**src/rtl/uart_fifo_ctrl_if.sv**
```systemverilog
// uart_fifo_ctrl_if: byte-wide CPU bus between the processor and the UART controller.
// The master drives address, strobes and write data. The slave returns combinational read data.
interface uart_fifo_ctrl_if;
  logic [15:0] addr;
  logic        we;
  logic        re;
  logic [7:0]  di;
  logic [7:0]  dout;

  modport master (output addr, we, re, di, input dout);
  modport slave  (input addr, we, re, di, output dout);
endinterface

```
**src/rtl/uart_fifo_ctrl.sv**
```systemverilog
// uart_fifo_ctrl: memory-mapped UART controller.
// It contains RX/TX FIFOs, a TX sequencing FSM, a programmable baud divisor and sticky overflow
// flags. It occupies 8 bytes at BaseAddr.
// Optional feature: define UART_IRQ_EN to add the IRQEN register (offset 4) and a registered irq.
module uart_fifo_ctrl #(
  parameter logic [15:0] BaseAddr = 16'hFF10,
  parameter int unsigned Depth    = 16,
  parameter int unsigned ClkHz    = 50000000,
  parameter int unsigned Baud     = 115200
) (
  input  logic               clk,
  input  logic               rst_n,
  uart_fifo_ctrl_if.slave    bus,
  input  logic [7:0]         uart_rx_data_i,
  input  logic               uart_rx_done_i,
  input  logic               uart_tx_done_i,
  output logic [7:0]         uart_tx_data_o,
  output logic               uart_transmit_o,
  output logic [15:0]        divisor_o,
  output logic               irq_o
);
  localparam int unsigned     PtrW       = $clog2(Depth);
  localparam int unsigned     CntW       = PtrW + 1;
  localparam logic [15:0]     DefaultDiv = 16'(ClkHz / Baud / 16);
  localparam logic [CntW-1:0] DepthCnt   = CntW'(Depth);

  typedef enum logic [1:0] {StIdle, StLoad, StStart, StWait} tx_state_e;

  // Address decode: only addr[15:3] selects the block.
  logic       sel;
  logic [2:0] off;
  logic       wr_data, wr_stat, wr_divlo, wr_divhi, rd_data;
  assign sel      = (bus.addr[15:3] == BaseAddr[15:3]);
  assign off      = bus.addr[2:0];
  assign wr_data  = bus.we & sel & (off == 3'd0);
  assign wr_stat  = bus.we & sel & (off == 3'd1);
  assign wr_divlo = bus.we & sel & (off == 3'd2);
  assign wr_divhi = bus.we & sel & (off == 3'd3);
  assign rd_data  = bus.re & sel & (off == 3'd0);

  // RX FIFO. A pop in the same cycle frees the slot for an incoming byte when full.
  logic [7:0]      rx_mem_q [Depth];
  logic [PtrW-1:0] rx_wptr_q, rx_rptr_q;
  logic [CntW-1:0] rx_cnt_q;
  logic            rx_nempty, rx_full, rx_pop, rx_push, rx_ovf_set;
  assign rx_nempty  = (rx_cnt_q != '0);
  assign rx_full    = (rx_cnt_q == DepthCnt);
  assign rx_pop     = rd_data & rx_nempty;
  assign rx_push    = uart_rx_done_i & (~rx_full | rx_pop);
  assign rx_ovf_set = uart_rx_done_i & rx_full & ~rx_pop;

  // TX FIFO. Pop is driven by the FSM in StLoad, which is entered only when non-empty.
  logic [7:0]      tx_mem_q [Depth];
  logic [PtrW-1:0] tx_wptr_q, tx_rptr_q;
  logic [CntW-1:0] tx_cnt_q;
  logic            tx_nempty, tx_empty, tx_full, tx_pop, tx_push, tx_ovf_set, tx_busy;
  assign tx_nempty  = (tx_cnt_q != '0);
  assign tx_empty   = ~tx_nempty;
  assign tx_full    = (tx_cnt_q == DepthCnt);
  assign tx_push    = wr_data & (~tx_full | tx_pop);
  assign tx_ovf_set = wr_data & tx_full & ~tx_pop;

  tx_state_e   state_q, state_d;
  logic [7:0]  tx_data_q, tx_data_d;
  logic [15:0] div_q, div_d;
  logic        rx_ovf_q, rx_ovf_d, tx_ovf_q, tx_ovf_d;
  logic [7:0]  irqen_rd;

  assign tx_busy        = (state_q != StIdle);
  assign uart_tx_data_o = tx_data_q;
  assign divisor_o      = div_q;

  // FIFO storage. The data arrays are not reset; pointers and counts define validity.
  always_ff @(posedge clk) begin
    if (rx_push) rx_mem_q[rx_wptr_q] <= uart_rx_data_i;
    if (tx_push) tx_mem_q[tx_wptr_q] <= bus.di;
  end

  // FIFO pointers and occupancy counts.
  always_ff @(posedge clk or negedge rst_n) begin
    if (!rst_n) begin
      rx_wptr_q <= '0;
      rx_rptr_q <= '0;
      rx_cnt_q  <= '0;
      tx_wptr_q <= '0;
      tx_rptr_q <= '0;
      tx_cnt_q  <= '0;
    end else begin
      if (rx_push) rx_wptr_q <= rx_wptr_q + PtrW'(1);
      if (rx_pop)  rx_rptr_q <= rx_rptr_q + PtrW'(1);
      rx_cnt_q <= rx_cnt_q + CntW'(rx_push) - CntW'(rx_pop);
      if (tx_push) tx_wptr_q <= tx_wptr_q + PtrW'(1);
      if (tx_pop)  tx_rptr_q <= tx_rptr_q + PtrW'(1);
      tx_cnt_q <= tx_cnt_q + CntW'(tx_push) - CntW'(tx_pop);
    end
  end

  // TX sequencing: load the head byte, pulse transmit for one cycle, then wait for the core.
  always_comb begin
    state_d         = state_q;
    tx_data_d       = tx_data_q;
    tx_pop          = 1'b0;
    uart_transmit_o = 1'b0;
    unique case (state_q)
      StIdle:  if (tx_nempty) state_d = StLoad;
      StLoad: begin
        tx_pop    = 1'b1;
        tx_data_d = tx_mem_q[tx_rptr_q];
        state_d   = StStart;
      end
      StStart: begin
        uart_transmit_o = 1'b1;
        state_d         = StWait;
      end
      StWait:  if (uart_tx_done_i) state_d = StIdle;
      default: state_d = StIdle;
    endcase
  end

  // Sticky flags: a set event wins over a same-cycle W1C. The divisor bytes are written
  // independently.
  always_comb begin
    rx_ovf_d = rx_ovf_set | (rx_ovf_q & ~(wr_stat & bus.di[4]));
    tx_ovf_d = tx_ovf_set | (tx_ovf_q & ~(wr_stat & bus.di[5]));
    div_d    = div_q;
    if (wr_divlo) div_d[7:0]  = bus.di;
    if (wr_divhi) div_d[15:8] = bus.di;
  end

  // Control state registers.
  always_ff @(posedge clk or negedge rst_n) begin
    if (!rst_n) begin
      state_q   <= StIdle;
      tx_data_q <= 8'h00;
      div_q     <= DefaultDiv;
      rx_ovf_q  <= 1'b0;
      tx_ovf_q  <= 1'b0;
    end else begin
      state_q   <= state_d;
      tx_data_q <= tx_data_d;
      div_q     <= div_d;
      rx_ovf_q  <= rx_ovf_d;
      tx_ovf_q  <= tx_ovf_d;
    end
  end

`ifdef UART_IRQ_EN
  logic [1:0] irqen_q;
  logic       irq_q;
  logic       wr_irqen;
  assign wr_irqen = bus.we & sel & (off == 3'd4);
  assign irqen_rd = {6'b0, irqen_q};
  assign irq_o    = irq_q;

  // Interrupt enables and registered level interrupt (one cycle behind its sources).
  always_ff @(posedge clk or negedge rst_n) begin
    if (!rst_n) begin
      irqen_q <= 2'b00;
      irq_q   <= 1'b0;
    end else begin
      if (wr_irqen) irqen_q <= bus.di[1:0];
      irq_q <= (irqen_q[0] & rx_nempty) | (irqen_q[1] & tx_empty & ~tx_busy);
    end
  end
`else
  assign irqen_rd = 8'h00;
  assign irq_o    = 1'b0;
`endif

  // Read mux: combinational on the address, zero outside the window and at unused offsets.
  always_comb begin
    bus.dout = 8'h00;
    if (sel) begin
      case (off)
        3'd0:    bus.dout = rx_nempty ? rx_mem_q[rx_rptr_q] : 8'h00;
        3'd1:    bus.dout = {2'b00, tx_ovf_q, rx_ovf_q, tx_busy, tx_empty, tx_full, rx_nempty};
        3'd2:    bus.dout = div_q[7:0];
        3'd3:    bus.dout = div_q[15:8];
        3'd4:    bus.dout = irqen_rd;
        default: bus.dout = 8'h00;
      endcase
    end
  end
endmodule

```
**src/flat_wrapper.sv**
```systemverilog
// flat-port wrapper written by rule: the top's interface ports become plain ports
module uart_fifo_ctrl_flat 
#(
  parameter logic [15:0] BaseAddr = 16'hFF10,
  parameter int unsigned Depth    = 16,
  parameter int unsigned ClkHz    = 50000000,
  parameter int unsigned Baud     = 115200
)
  (clk, rst_n, uart_rx_data_i, uart_rx_done_i, uart_tx_done_i, uart_tx_data_o, uart_transmit_o, divisor_o, irq_o, bus_addr, bus_we, bus_re, bus_di, bus_dout);
  uart_fifo_ctrl_if bus_i ();
  input  logic clk;
  input  logic rst_n;
  input  logic [7:0] uart_rx_data_i;
  input  logic uart_rx_done_i;
  input  logic uart_tx_done_i;
  output logic [7:0] uart_tx_data_o;
  output logic uart_transmit_o;
  output logic [15:0] divisor_o;
  output logic irq_o;
  input wire logic [$bits(bus_i.addr)-1:0] bus_addr;
  input wire logic [$bits(bus_i.we)-1:0] bus_we;
  input wire logic [$bits(bus_i.re)-1:0] bus_re;
  input wire logic [$bits(bus_i.di)-1:0] bus_di;
  output wire logic [$bits(bus_i.dout)-1:0] bus_dout;
  assign bus_i.addr = bus_addr;
  assign bus_i.we = bus_we;
  assign bus_i.re = bus_re;
  assign bus_i.di = bus_di;
  assign bus_dout = bus_i.dout;
  uart_fifo_ctrl #(.BaseAddr(BaseAddr), .Depth(Depth), .ClkHz(ClkHz), .Baud(Baud)) u_core (.clk(clk), .rst_n(rst_n), .bus(bus_i), .uart_rx_data_i(uart_rx_data_i), .uart_rx_done_i(uart_rx_done_i), .uart_tx_done_i(uart_tx_done_i), .uart_tx_data_o(uart_tx_data_o), .uart_transmit_o(uart_transmit_o), .divisor_o(divisor_o), .irq_o(irq_o));
endmodule
```
**config.mk**
```make
export PLATFORM = sky130hd
export DESIGN_NAME = uart_fifo_ctrl_flat
export DESIGN_NICKNAME = d
export VERILOG_FILES = /design/src/rtl/uart_fifo_ctrl_if.sv /design/src/rtl/uart_fifo_ctrl.sv /design/src/flat_wrapper.sv
export SDC_FILE = /design/constraint.sdc
export NUM_CORES = 1
export LEC_CHECK = 0
export CELL_PAD_IN_SITES_DETAIL_PLACEMENT = 1
export CELL_PAD_IN_SITES_GLOBAL_PLACEMENT = 1
export CORE_MARGIN = 5
export CORE_UTILIZATION = 25
export DETAILED_ROUTE_END_ITERATION = 8
export PLACE_DENSITY = 0.51
export SLEW_MARGIN = 20
export SYNTH_ARGS = -nofsm -noshare
export SYNTH_HDL_FRONTEND = slang
export SYNTH_SLANG_ARGS = --single-unit
```
**constraint.sdc**
```tcl
create_clock -name clk -period 3.55 [get_ports clk]
set_clock_uncertainty 0.05 [all_clocks]
set_input_delay 1.065 -clock clk [delete_from_list [all_inputs] [get_ports clk]]
set_output_delay 1.065 -clock clk [all_outputs]
set_load 0.02 [all_outputs]
```
=== Yosys cells after proc, flatten, opt, wreduce, memory -nomap -nowiden ===
Memory sizes are Yosys's and may differ from the RTL's. A register that Yosys moved wholly into a read port is not among the register bits.
Index checks and enable logic that the tools add are counted.

* Register bits: 46
* Memory bits (writable): 256
* Input port bits: 38
* Word-level logic and storage cells: 80
* Memories kept: 2

{| class="wikitable"
|+ Memories
! memory !! words !! width !! rd ports !! clocked after Yosys merged registers in !! wr ports !! line !! text
|-
| u_core.rx_mem_q || 16 || 8 || 1 || 0 || 1 || uart_fifo_ctrl.sv:42 || <nowiki>logic [7:0] rx_mem_q [Depth];</nowiki>
|-
| u_core.tx_mem_q || 16 || 8 || 1 || 1 || 1 || uart_fifo_ctrl.sv:53 || <nowiki>logic [7:0] tx_mem_q [Depth];</nowiki>
|}

* $add $sub $neg: 8
* Eq/ne operators: 11
* Multiplexer cells: 12
* Bitwise operators: 29
* Reduce and logical (&&, ||, !) cells: 7

{| class="wikitable"
|+ Operators with widths
! cell !! count
|-
| 8-bit one-hot mux with 4 select lines || 1
|-
| 1-bit bitwise AND || 18
|-
| 4-bit by 1-bit adder with 4-bit output (second input constant) || 4
|-
| 8-bit two-way mux || 2
|-
| 13-bit == test (second input constant) || 1
|-
| 5-bit by 1-bit adder with 5-bit output || 2
|-
| 5-bit == test (second input constant) || 2
|-
| 5-bit nonzero test || 2
|-
| 5-bit by 1-bit subtractor with 5-bit output || 2
|-
| 2-bit one-hot mux with 4 select lines || 1
|-
| 1-bit inverter || 7
|-
| 3-bit by 2-bit == test with 1-bit output (second input constant) || 2
|-
| 1-bit two-way mux || 6
|-
| 2-bit == test (second input constant) || 2
|-
| 2-bit two-way mux || 2
|-
| 1-bit bitwise OR || 4
|-
| 3-bit by 1-bit == test with 1-bit output (second input constant) || 1
|-
| 3-bit zero test || 1
|-
| 2-bit by 1-bit == test with 1-bit output (second input constant) || 1
|-
| 2-bit zero test || 1
|-
| 2-bit by 1-bit inequality test with 1-bit output (second input constant) || 1
|-
| 2-bit inequality test (second input constant) || 1
|-
| 2-bit AND reduction || 1
|-
| 2-bit nonzero test || 1
|-
| 1-bit zero test || 1
|}

=== Logic depth before layout (Yosys ltp) ===
* Depth after elaboration: 8
* Mapped depth: 15

=== Worst setup path after synthesis ===
Ideal clock, no wire load.

* Path kind: input port to output port
* Start point: in bus_addr[7]
* End point: out bus_dout[0]
* Arrival: 3,193 ps
* Path slack: -758 ps
* Stages: 4
* Buffers on the path: 0
* Path through: nand4b_1 -> or4_4 -> or3_1 -> a2111oi_0

* Cells in the longest elaborated chain, start to end: 2

{| class="wikitable"
|+ RTL lines
! what !! line !! text
|-
| from (decl) || flat_wrapper.sv:20 || <nowiki>input wire logic [$bits(bus_i.addr)-1:0] bus_addr;</nowiki>
|-
| 13-bit == test || uart_fifo_ctrl.sv:33 || <nowiki>assign sel = (bus.addr[15:3] == BaseAddr[15:3]);</nowiki>
|-
| 8-bit two-way mux || uart_fifo_ctrl.sv:173 || <nowiki>if (sel) begin</nowiki>
|-
| to (decl) || flat_wrapper.sv:24 || <nowiki>output wire logic [$bits(bus_i.dout)-1:0] bus_dout;</nowiki>
|}

No other way between the ends.

=== Worst setup path after layout ===
* Start point: in bus_addr[3]
* End point: out bus_dout[4]

Same word-level chain as after synthesis.

==> flow_summary.toml <==
[final_layout]
register_area_sq_mm = 0.00905
fin_util_pct = 33.5
final_nets = 1043
fillerInstances = 5361
diodes = 0
multi_input_area_sq_mm = 0.00399
area_delta_synth_final_pct = 32.6
layout-drive-gt1-share_pct = 30.5

[flow_run]
drv_cap = 0

[critical_path]
cp_max_fo = 5
crit_chain = "buf_6, or2_0, or4_4, nor3_4, nand4_1, buf_6, o221ai_4, buf_6"
reg2reg_from = "u_core.rx_cnt_q[2]$_DFF_PN0_"
max_stage_delay_ns = 0.54
r2r_setup_slack_ns = 0.61
path_buf_inv = 3
arrival_ns = 2.86
critPathLaunchType = "input pin"
crit_slowest_cell = "or4_4"
end_kind = "output pin"
rr_worst_depth = 16
path_class = "in2out"
r2r-end = "u_core.rx_cnt_q[4]$_DFF_PN0_"
crit_family = "simple AND/OR/NAND/NOR gates"
crit_required_ns = 2.43
crit_top_cell = "buf_6"
startpoint = "bus_addr[3]"

[yosys]
synth_edf_count = 256
ys_warn_count = 0
netlist_instances = 780
synth_fp_nets = 846
synth_area_sq_mm = 0.0130
syn_avg_cell_area_sq_um = 16.6
synth.ff_latch_count = 310
netlist.area_leader.share_pct = 59.3
ys_types = 57
synth.most_common_cell = "edfxtp_1"
async_flop_share_pct = 17.4
synth_largest_area_cell = "edfxtp_1"
ys_seq_area_share_pct = 69.7
synthFlopType = "edfxtp_1"
ys_top_cells_by_count = "edfxtp_1 (256), mux2i_1 (77), dfrtp_1 (50)"
synth.area.top_cells = "edfxtp_1 (59%), dfrtp_1 (9.6%), mux2i_1 (5.9%), mux4_2 (5.6%), ha_1 (2.5%)"

[clocking]
cts_made_buffers = 35
cts_hold_buf = 0
clock-sinks = 310
cts_tree = "done"
clockRootBuffer = "clkbuf_16"
clock_latency_ns = 0.53
cts.htree.levels = 2
clk_pin_slew_worst_paths_ns = 0.06
clockBufferDepth = 3

[drt]
drt_iter0_drc = 381
drt.antenna.violating_nets = 0
wl_per_cell_um = 20.5
viasPerCell = 4.41
drt_pass1_iterations = 7
drc_errors = 0
drt_wl_total_mm = 34.4
num_vias = 7419

[floorplanning]
core-area_sq_mm = 0.0513
die_h_um = 238
ioPinCount = 72
fp.dieW_um = 238
rows = 83
die_area_sq_mm = 0.0565
initial_core_util_pct = 25.3

[global_routing]
grt_pass1_vias = 7992
antenna_found_initial = 1
grt_max_degree = 39
grt_overflow = 0
grt_use_met3_pct = 2.17
grt_pass1_wl_mm = 51.7
grt_busiest_layer = "met2"
grt_use_met2_pct = 20.1
grt_use_met1_pct = 16.1
track_usage_pct = 11.9

[timing]
fmax_mhz = 252
rsz0062_at_grt = "true"
final-setup-viol-count = 141
finalCritPeriodShare_pct = 112
period_needed_ns = 3.97
finalMaxSlewViolations = 0
setup_slack_ns = -0.425
slew_headroom_pct = 40.4
hold_viol = 0
tightest_slew_ns = 0.892

[min_path]
worstHoldEndpoint = "u_core.divisor_o[2]$_DFFE_PN0P_"
hold_class = "reg2reg"
min_from = "u_core.divisor_o[2]$_DFFE_PN0P_"
whs_path_depth = 1

[pwr]
finalPower_uw = 10700
p_leak_uw = 0.00617
peakVddDrop_v = 0.000291
p_per_area_mw_per_mm2 = 623

[run_status]
violations = "setup timing"
outcome = "finished, violations left"

[placement]
port_buffers = 70
post-place-ws_ns = -1.35
dpl.hpwl_mm = 23.2
routabilityCongestion = 0.730
layout make-up:
| type | instances | share of cell area, % |
|---|---|---|
| flip-flops and latches | 310 | 52.6 |
| repair buffers | 198 | 12.0 |
| clock inverters | 17 | 0.975 |
| multi-input cells | 392 | 23.2 |
| clock buffers | 44 | 5.41 |
| well taps | 680 | 4.95 |
| inverters | 40 | 0.873 |
worst max path at each step:
stage	end	cells after the start	slack (ns)
floorplan	bus_dout[3]	5	-0.24
global placement	bus_dout[6]	7	-1.30
detailed placement	bus_dout[0]	7	-1.35
CTS	bus_dout[7]	8	-0.51
global route	bus_dout[6]	8	-0.53
finish	bus_dout[4]	8	-0.42
per-stage QoR:
stage	setup TNS [ns]	instances	cell area (sq um)	hold WS, ns
CTS	-3.53	1670	16700	0.487
floorplan	-1.58	780	13000	0.406
global placement	-48.19	1584	15300	0.460
global route	-29.71	1681	17200	0.506
finish	-20.22	1681	17200	0.487
detailed placement	-53.43	1584	15300	0.473
state kept, by name, indices dropped and copies added (netlist names):
signal / flops
u_core.divisor_o: 16
u_core.rx_cnt_q: 5
u_core.rx_mem_q: 128
u_core.rx_ovf_q: 1
u_core.rx_rptr_q: 4
u_core.rx_wptr_q: 4
u_core.state_q: 2
u_core.tx_cnt_q: 5
u_core.tx_mem_q: 128
u_core.tx_ovf_q: 1
u_core.tx_rptr_q: 4
u_core.tx_wptr_q: 4
u_core.uart_tx_data_o: 8
metal layers:
metal  share of wire [%]  routed length, um
met1                  45              15400
met2                  49              17000
met3                 3.7               1280
met4                 2.0                682
met5                   0                  0
placed cells by master (no fill, tap or decap), drive strengths merged, types with 13 or more instances in the layout:
| cell | instances |
|---|---|
| a22oi | 32 |
| and2 | 14 |
| buf | 141 |
| clkbuf | 47 |
| clkdlybuf4s50 | 47 |
| dfrtp | 50 |
| edfxtp | 256 |
| ha | 26 |
| inv | 41 |
| mux2 | 23 |
| mux2i | 77 |
| mux4 | 32 |
| nand2 | 24 |
| nor2 | 24 |
| o221ai | 13 |
| xnor2 | 14 |
power by group:
group / internal (uW) / leakage, uW / total (uW) / switching [uW]
combinational: 1180 / 0.00267 / 2580 / 1400
clock: 2080 / 0.000531 / 3530 / 1450
sequential: 4280 / 0.00297 / 4600 / 311
total: 7540 / 0.00617 / 10700 / 3160
timing repair:
| item | 4_1_cts | 5_1_grt |
|---|---|---|
| resized for setup | 107 | 99 |
| buffers inserted | 26 | 12 |
| endpoints found under the setup margin | 9 | 141 |
| pin swaps | 19 | 28 |
logic make-up after synthesis:
| family | after synthesis | synth area share, % |
|---|---|---|
| other cells | 1 | 0.0289 |
| mux | 132 | 13.5 |
| fa+ha+maj | 28 | 2.82 |
| xor+xnor | 20 | 1.35 |
| compound gates | 82 | 4.45 |
| buf+inv | 78 | 2.37 |
| simple gates | 129 | 5.74 |
| flops | 310 | 69.7 |
Power figures use the tool's default switching activity.
==> RTL change (config.mk and constraints unchanged) <==
Build with the macro `UART_IRQ_EN` defined.
--- a/src/rtl/uart_fifo_ctrl.sv
+++ b/src/rtl/uart_fifo_ctrl.sv
@@ -4,2 +4,4 @@
 // Optional feature: define UART_IRQ_EN to add the IRQEN register (offset 4) and a registered irq.
+`define UART_IRQ_EN
+
 module uart_fifo_ctrl #(
Function: changed (a bounded check fails within 4 cycles, from zero or initial values and one cycle with rst_n low).
==> RTL change against the unedited design <==
- critical path type is now reg -> out
- total power fell by 1.6%
- area after synthesis increased by 1.1%
- the flow still finishes with violations (setup timing)
- critical path depth rose by 1
- sequential cell count up 3
- setup slack gained 200 ps
- final area up 0.73%
- wire length grew 2.2%
==> RTL change: results (changes against the unedited design) <==
| Metric | Value |
|---|---|
| Nets | 1028 (was 1043) |
| Post-CTS Resized | 145 (was 107) |
| Failing checks | setup timing (unchanged) |
| Distinct cell type count after synthesis | 60 (was 57) |
| Setup TNS | -1500 ps (was -20220 ps) |
| WL met3 | 1420 um (was 1280 um) |
| Setup violators final | 8 (was 141) |
| DIE WIDTH | 239 um (was 238 um) |
| CTS buffer count | 36 (was 35) |
| Comb pwr | 2.39 mW (was 2.58 mW) |
| Drt total wl | 35100 um (was 34400 um) |
| Synth cell count leaders | edfxtp_1, dfrtp_1, mux4_2, nor2_1, mux2_2 (was edfxtp_1, mux2i_1, dfrtp_1, inv_1) |
| Slowest cell delay on critical path | 520 ps (was 540 ps) |
| DP HPWL | 23700 um (was 23200 um) |
| Initial DRC count | 373 (was 381) |
| WL met2 | 17100 um (was 17000 um) |
| Crit path max-delay cell type | mux4_2 (was or4_4) |
| Clock network area share | 6.42% (was 6.39%) |
| Mean Syn Cell Area | 17.5 um2 (was 16.6 um2) |
| Relative slew slack | 40.3% (was 40.4%) |
| Setup ws final | -223 ps (was -425 ps) |
| Inverters | 25 (was 40) |
| Post-CTS Setup Repair Bufs | 21 (was 26) |
| 1st-pass router iterations | 4 (was 7) |
| Sequential cell area | 9120 um2 (was 9050 um2) |
| Synthesized Nets | 817 (was 846) |
| Largest net degree at the start of global routing | 42 (was 39) |
| Top post-synthesis cells by area | edfxtp_1, dfrtp_1, mux4_2 (was edfxtp_1, dfrtp_1, mux2i_1) |
| Via count | 7461 (was 7419) |
| CTS sink cnt | 313 (was 310) |
| Outcome | finished with violations (unchanged) |
| P_sw | 3.00 mW (was 3.16 mW) |
| Multi-input gates | 380 (was 392) |
| Static Leak | 6.05 nW (was 6.17 nW) |
-- RTL change: worst paths after layout --
check,start,end,slack [ps]
min,u_core.uart_tx_data_o[7],u_core.uart_tx_data_o[7],450
min in group asynchronous,rst_n,u_core.tx_cnt_q[2],510
max,u_core.rx_rptr_q[0],bus_dout[5],-220
max in group asynchronous,rst_n,u_core.state_q[0],2310
min reg2reg,u_core.uart_tx_data_o[7],u_core.uart_tx_data_o[7],450
max reg2reg,u_core.rx_cnt_q[3],u_core.rx_cnt_q[4],320
-- RTL change: cell families after synthesis --
logic type / count (synthesis) / synth area share [%]
fa+ha+maj: 28 / 2.79
compound gates: 76 / 3.89
flops: 313 / 69.5
xor+xnor: 20 / 1.34
buf+inv: 58 / 2.05
simple gates: 146 / 6.38
mux: 110 / 14.0
-- RTL change: critical path: cells and delay by family (launching register included) --
family	cells	cell delay, ps
DFF	1	490
AOI/OAI and AO/OA	2	310
muxes	2	670
and+or+nand+nor	1	70
buffers and inverters	4	580
